--- config.mk ---
export PLATFORM = sky130hd
export DESIGN_NAME = mod_n_event_fsm
export DESIGN_NICKNAME = d
export VERILOG_FILES = /design/src/rtl/mod_n_event_fsm.sv
export SDC_FILE = /design/constraint.sdc
export NUM_CORES = 1
export LEC_CHECK = 0
export CAP_MARGIN = 20
export CELL_PAD_IN_SITES_DETAIL_PLACEMENT = 2
export CELL_PAD_IN_SITES_GLOBAL_PLACEMENT = 2
export CORE_ASPECT_RATIO = 1.5
export CORE_MARGIN = 2
export CORE_UTILIZATION = 29
export CTS_BUF_LIST = sky130_fd_sc_hd__clkbuf_4
export DETAILED_ROUTE_END_ITERATION = 8
export HOLD_SLACK_MARGIN = 0.05
export PLACE_DENSITY = 0.87
export SYNTH_ARGS = -nofsm -noshare
export SYNTH_HDL_FRONTEND = slang
export SYNTH_SLANG_ARGS = --single-unit
--- constraint.sdc ---
create_clock -name clk -period 1.78 [get_ports clk]
set_clock_uncertainty 0.2 [all_clocks]
set_input_delay 0.356 -clock clk [delete_from_list [all_inputs] [get_ports clk]]
set_output_delay 0.356 -clock clk [all_outputs]
set_load 0.05 [all_outputs]
--- src/rtl/mod_n_event_fsm.sv ---
// mod_n_event_fsm: modulo-N event counter with Mealy/Moore N-th-event detect and saturating wrap counter
module mod_n_event_fsm #(
  parameter int N     = 3,
  parameter bit MEALY = 1,
  localparam int SW   = $clog2(N + 1)
) (
  input  logic          clk,
  input  logic          rst,
  input  logic          en,
  input  logic          clr,
  input  logic          x_in,
  output logic          y_out,
  output logic [SW-1:0] state,
  output logic          wrap,
  output logic [7:0]    wrap_cnt
);
  localparam logic [SW-1:0] NS = SW'(N);
  logic [SW-1:0] state_q, state_d;
  logic          wrap_q, wrap_d;
  logic [7:0]    cnt_q, cnt_d;
  logic          legal, at_n, wrap_ev;
  always_ff @(posedge clk or posedge rst) begin
    if (rst) begin
      state_q <= '0;
      wrap_q  <= 1'b0;
      cnt_q   <= '0;
    end else begin
      state_q <= state_d;
      wrap_q  <= wrap_d;
      cnt_q   <= cnt_d;
    end
  end
  // Illegal encodings recover to idle even while disabled.
  always_comb begin
    legal   = state_q <= NS;
    at_n    = state_q == NS;
    wrap_ev = en && !clr && x_in && at_n;
    state_d = (clr || !legal) ? '0
            : (!en || !x_in)  ? state_q
            : at_n            ? SW'(1)
            :                   state_q + 1'b1;
    wrap_d  = !clr && wrap_ev;
    cnt_d   = clr                        ? 8'd0
            : (wrap_ev && cnt_q != 8'hff) ? cnt_q + 8'd1
            :                               cnt_q;
    y_out   = MEALY ? (state_d == NS) : at_n;
  end
  assign state    = state_q;
  assign wrap     = wrap_q;
  assign wrap_cnt = cnt_q;
endmodule

==> results of run 1 <==
-- synth_stat cells --
master,instances,area share (%)
o21bai_1,1,1.2
mux2_4,1,2.3
nand3_1,4,3.1
buf_2,1,0.78
nor2_1,3,1.8
nor3_1,1,0.78
and3_2,2,2.3
a41oi_1,2,2.7
or2_2,2,2.0
a211oi_1,5,5.9
nor4b_1,1,1.4
nand4_1,2,2.0
or3_1,1,0.98
nor3b_1,1,1.2
nand2_1,4,2.3
nand2b_1,2,2.0
a311oi_1,1,1.4
ha_1,3,5.9
inv_1,3,1.8
o21a_1,1,1.2
o31a_1,1,1.4
a31oi_1,1,0.98
and2b_1,1,1.2
mux2i_1,1,1.6
a21oi_1,5,3.9
and3_1,3,2.9
and4b_1,1,1.6
dfrtp_1,11,43
buf_1,1,0.59
-- state kept, by name, indices dropped and copies added (netlist names) --
name	flops
state	2
wrap	1
wrap_cnt	8
-- area by class of cell --
class	instances	area (sq um)	share of cell area (%)
Clock buffer	4	30.0	2.67
Inverter	3	11.3	1.00
Multi-Input combinational cell	50	410	36.5
Sequential cell	11	280	24.9
Tap cell	22	27.5	2.45
Timing Repair Buffer	29	365	32.5
-- cells in the final DEF (no fill, tap or decap) --
cell type         n
a211oi_1          5
a21oi_1           4
a21oi_4           1
a311oi_1          1
a31oi_2           1
a41oi_1           1
a41oi_2           1
and2b_1           1
and3_1            2
and3_2            2
and3_4            1
and4b_1           1
buf_12           11
buf_4            14
clkbuf_4          4
clkdlybuf4s50_1   4
dfrtp_1           7
dfrtp_2           4
ha_1              1
ha_4              2
inv_1             2
inv_2             1
mux2_4            1
mux2i_1           1
nand2_1           4
nand2b_1          2
nand3_1           4
nand4_1           2
nor2_1            3
nor3_1            1
nor3b_1           1
nor4b_2           1
o21a_1            1
o21bai_1          1
o31a_1            1
or2_2             2
or3_4             1
-- power breakdown --
part | switching, uW | internal (uW) | total, uW | leakage (uW)
logic | 39.9 | 37.9 | 77.8 | 0.000297
clock network | 92.2 | 102 | 195 | 0.0000184
registers | 2.21 | 252 | 254 | 0.000147
total | 134 | 392 | 527 | 0.000462
-- kinds of logic after synthesis --
| group | after synthesis | share of synthesized area [%] |
|---|---|---|
| AND/OR/NAND/NOR | 28 | 25.4 |
| flip-flops | 11 | 43.1 |
| buffers and inverters | 5 | 3.13 |
| adder cells (fa/ha/maj) | 3 | 5.87 |
| multiplexers | 2 | 3.91 |
| AO/OA/AOI/OAI | 17 | 18.6 |
-- routing by layer --
| layer | up-vias | GRT usage, % | part of all wire (%) |
|---|---|---|---|
| met3 | 6 | 3.23 | 3.2 |
| met4 | 0 | 8.93 | 2.3 |
| met1 | 342 | 21.5 | 38 |
| met2 | 18 | 35.6 | 57 |
| li1 | 308 | - | - |
| met5 | - | 0 | 0 |
-- what timing repair did --
action / in CTS / in global routing
pin swaps: 4 / 1
endpoints found under the setup margin: 2 / 9
setup buffers: 0 / 1
gates resized for setup: 1 / 5
-- worst max-delay path, delay by kind of cell, from the launching register on --
| family | cells | cell delay, ns |
|---|---|---|
| AOI/OAI and AO/OA | 1 | 0.15 |
| adders and majority gates | 1 | 0.24 |
| and+or+nand+nor | 1 | 0.37 |
| buffers and inverters | 1 | 0.15 |
| DFF | 1 | 0.43 |
-- worst min-delay path by stage --
| stage | startpoint | to | cells past startpoint |
|---|---|---|---|
| 3_5_place_dp | wrap_cnt[3] | wrap_cnt[3] | 1 |
| 4_1_cts | rst | wrap_cnt[6] | 2 |
| 6_report | rst | wrap | 2 |
| 5_1_grt | rst | wrap_cnt[6] | 2 |
| 3_3_place_gp | wrap_cnt[3] | wrap_cnt[3] | 1 |
| 2_1_floorplan | rst | wrap | 1 |
-- through the flow --
step                hold slack (ns)  TNS, ns  total power (uW)  setup slack (ns)  util [%]
floorplan                   0.00817   -0.417               291            -0.359         -
global placement              0.338   -0.952               333            -0.330      51.5
detailed placement            0.356    -1.45               338            -0.369      51.5
CTS                           0.215   -0.412               531            -0.412      53.4
global route                  0.228   -0.531               550            -0.455      54.8
finish                        0.180   -0.400               527            -0.400      54.8
==> flow_metrics.env, run 1 <==
export IMPL_cts_sinks=11
export IMPL_ir_drop_v=0.000324
export IMPL_netlist_instances=66
export IMPL_die_w_microns=42.3
export IMPL_dp_hpwl_mm=1.71
export IMPL_row_count=20
export IMPL_postCtsHoldBufs=0
export IMPL_avgRoutedWirePerCell_microns=19.3
export IMPL_core_sq_um=2050
export IMPL_rsz0062_at_grt="yes"
export IMPL_cts_buffers=3
export IMPL_totalWireLength_mm=2.29
export IMPL_insertion_delay_ns=0.28
export IMPL_setup_violations=1
export IMPL_cp_start_kind="flop"
export IMPL_max_freq_mhz=459
export IMPL_maxCapViolations=0
export IMPL_grt_usage_pct=19.2
export IMPL_design_die_area_sq_um=2600
export IMPL_grt_max_degree=12
export IMPL_worst_pin_slew_ns=0.444
export IMPL_crit_end="y_out"
export IMPL_hold_viol=0
export IMPL_dp_cells=115
export IMPL_p_leak_uw=0.000462
export IMPL_fin_area_sq_um=1120
export IMPL_period_minus_slack_ns=2.18
export IMPL_diodes=0
export IMPL_timing_reg2reg_setup_slack_ns=0.03
export IMPL_ant_nets=0
export IMPL_max_slew_margin_pct=70.4
export IMPL_outcome="finished with violations"
export IMPL_worstPathArrival_ns=1.62
export IMPL_worstSetupPathType="reg2out"
export IMPL_ios=17
export IMPL_path_cells="ha_4, or3_4, a21oi_4, buf_12"
export IMPL_ys_warnings_count=0
export IMPL_endpoint_kind="primary output"
export IMPL_fin_cells=119
export IMPL_via_per_inst=5.66
export IMPL_die_h_microns=61.5
export IMPL_r2r_start="state[0]"
export IMPL_fin_crit_sh_pct=122
export IMPL_cts_root_buf="clkbuf_4"
export IMPL_ctsHtreeMaxLevel=1
export IMPL_antenna_found_initial=0
export IMPL_synthesis_area_sq_um=639
export IMPL_io_buffers=16
export IMPL_violations="setup timing"
export IMPL_rr_worst_depth=6
export IMPL_routabilityCongestion=0.775
export IMPL_ys_types=29
export IMPL_start_util_pct=31.2
export IMPL_route_vias_total=674
export IMPL_max_stage_delay_ns=0.43
export IMPL_fill_cells=202
export IMPL_grt_pass1_vias=759
export IMPL_clk_pin_slew_ns=0.07
export IMPL_timing_final_ws_setup_ns=-0.400
export IMPL_ys_seq_area_share_pct=43.1
export IMPL_startpoint="state[0]"
export IMPL_power_density_nw_per_um2=468
export IMPL_dr_first_iter_drc_count=9
export IMPL_drc_errors=0
export IMPL_place_area_sq_um=1060
export IMPL_drive_gt1_share_pct=48.5
export IMPL_areaGrowthSynthToFinish_pct=75.9
export IMPL_cp_data_required_time_ns=1.22
export IMPL_drv_slew=0
export IMPL_ys_ff_latch=11
export IMPL_fin_nets=106
export IMPL_dr_pass1_iters=4
export IMPL_crit_path_max_fanout=2
export IMPL_hp_class="in2async"
export IMPL_critPathSlowestCell="dfrtp_2"
export IMPL_cts_buffer_depth=2
export IMPL_syn_nets=74
export IMPL_avgSynthCellArea_sq_um=9.69
export IMPL_rr_endpoint="wrap_cnt[7]"
export IMPL_cts_tree="built"
export IMPL_grt_pass1_wl_mm=3.75
export IMPL_gr_total_overflow=0
Power figures use the tool's default switching activity.
==> run 2, diff against run 1 <==
- TNS_END_PERCENT: default -> 50
==> run 2 against run 1 <==
The run still ends with setup timing left. Largest power group unchanged. Maximum frequency shrank 0.94%. Die area is the same. Via count shrank 2.5%. Setup slack lost 0.021 ns. Hold slack gained 0.0060 ns. Sequential power is essentially flat.
==> flow_metrics.env, run 2 (synthesis results as in run 1) <==
export IMPL_outcome="finished with violations"
export IMPL_violations="setup timing"
export IMPL_cts_buffers=3
export IMPL_path_cells="inv_2, ha_4, or3_4, a21oi_4, buf_12"
export IMPL_rr_worst_depth=6
export IMPL_ir_drop_v=0.000325
export IMPL_max_stage_delay_ns=0.43
export IMPL_dp_hpwl_mm=1.71
export IMPL_cts_buffer_depth=2
export IMPL_cts_tree="built"
export IMPL_final_core_util_pct=54.2
export IMPL_core_sq_um=2050
export IMPL_avgRoutedWirePerCell_microns=19.9
export IMPL_route_vias_total=657
export IMPL_drc_errors=0
export IMPL_dr_pass1_iters=4
export IMPL_fin_crit_sh_pct=124
export IMPL_cts_sinks=11
export IMPL_place_area_sq_um=1060
export IMPL_grt_pass1_wl_mm=3.75
export IMPL_setup_violations=1
export IMPL_worstSetupPathType="reg2out"
export IMPL_insertion_delay_ns=0.28
export IMPL_worstPathArrival_ns=1.64
export IMPL_final_cell_mix="buf_4, buf_12, dfrtp_1"
export IMPL_endpoint_kind="primary output"
export IMPL_ios=17
export IMPL_p_leak_uw=0.000461
export IMPL_timing_final_ws_setup_ns=-0.421
export IMPL_fin_nets=106
export IMPL_dr_first_iter_drc_count=5
export IMPL_routabilityCongestion=0.775
export IMPL_power_density_nw_per_um2=480
export IMPL_largest_reg_flops=8
export IMPL_grt_usage_pct=19.2
export IMPL_die_w_microns=42.3
export IMPL_layout_commonest_cell="buf_4"
export IMPL_ctsHtreeMaxLevel=1
export IMPL_period_minus_slack_ns=2.20
export IMPL_fin_area_sq_um=1110
export IMPL_clk_pin_slew_ns=0.07
export IMPL_drive_gt1_share_pct=46.4
export IMPL_drv_slew=0
export IMPL_ant_nets=0
export IMPL_fill_cells=208
export IMPL_cts_root_buf="clkbuf_4"
export IMPL_grt_pass1_vias=759
export IMPL_critical_path_depth=5
export IMPL_areaGrowthSynthToFinish_pct=74.0
export IMPL_io_buffers=16
export IMPL_totalWireLength_mm=2.37
export IMPL_max_freq_mhz=454
export IMPL_antenna_found_initial=0
export IMPL_worst_pin_slew_ns=0.476
export IMPL_design_die_area_sq_um=2600
export IMPL_via_per_inst=5.52
export IMPL_grt_max_degree=12
export IMPL_cp_start_kind="flop"
export IMPL_whs_ns=0.186
export IMPL_hp_class="in2async"
export IMPL_cpLargestDelayFamily="flip-flops"
export IMPL_cp_data_required_time_ns=1.22
export IMPL_rsz0062_at_grt="yes"
export IMPL_diodes=0
export IMPL_critPathSlowestCell="dfrtp_2"
export IMPL_crit_path_max_fanout=2
export IMPL_row_count=20
export IMPL_maxCapViolations=0
export IMPL_path_buf_inv=2
export IMPL_die_h_microns=61.5
export IMPL_gr_total_overflow=0
export IMPL_start_util_pct=31.2
export IMPL_hold_viol=0
export IMPL_max_slew_margin_pct=68.3
## run 2: path summary, 6_finish.rpt
check                            start     endpoint  slack, ns
min in group clk           wrap_cnt[3]  wrap_cnt[3]       0.43
setup / recovery              state[1]        y_out      -0.42
hold reg to reg            wrap_cnt[3]  wrap_cnt[3]       0.43
setup reg to reg              state[1]  wrap_cnt[7]       0.04
max in group asynchronous          rst     state[0]       0.85
hold / removal                     rst  wrap_cnt[3]       0.19
## run 2: area by class of cell
cell class              count  area, sq um  share of cell area, %
inverters                   3         11.3                   1.01
flip-flops and latches     11          280                   25.2
repair buffers             29          365                   32.8
well taps                  22         27.5                   2.47
multi-input cells          50          398                   35.8
clock buffers               4         30.0                   2.70
## run 2: through the flow
stage / total power [uW] / setup slack, ns / std cells / TNS (ns)
finish: 534 / -0.421 / 119 / -0.421
CTS: 531 / -0.412 / 119 / -0.412
global route: 554 / -0.466 / 119 / -0.550
detailed placement: 338 / -0.369 / 115 / -1.45
floorplan: 291 / -0.359 / 66 / -0.417
global placement: 333 / -0.330 / 115 / -0.952
## run 2: what timing repair did
item,4_1_cts,5_1_grt
setup endpoints to repair,2,9
pin swaps,4,1
buffers inserted,0,1
gates resized for setup,1,3
hold buffers,0,0
## run 2: power by group
part / internal [uW] / switching [uW] / total [uW]
combinational: 38.1 / 41.3 / 79.3
sequential: 252 / 2.39 / 255
clock: 102 / 97.6 / 200
total: 393 / 141 / 534
## run 2: worst reg2reg max path, delay by kind of cell (launching register included)
kind,cells,cell delay (ns)
AOI/OAI and AO/OA,2,0.42
DFF,1,0.39
buffers and inverters,2,0.29
and+or+nand+nor,1,0.18
adders and majority gates,1,0.15
## run 2: layer usage
layer	share of wire [%]	up-vias	GRT usage (%)
met5	0	-	0
met1	43	327	21.5
met2	53	17	35.6
met3	2.5	4	3.23
met4	1.4	0	8.93
li1	-	309	-
==> run 3, diff against run 2 <==
- SLEW_MARGIN: default -> 20
==> results of run 3 <==
The final DEF is identical to that of run 2; final timing and power are the same.
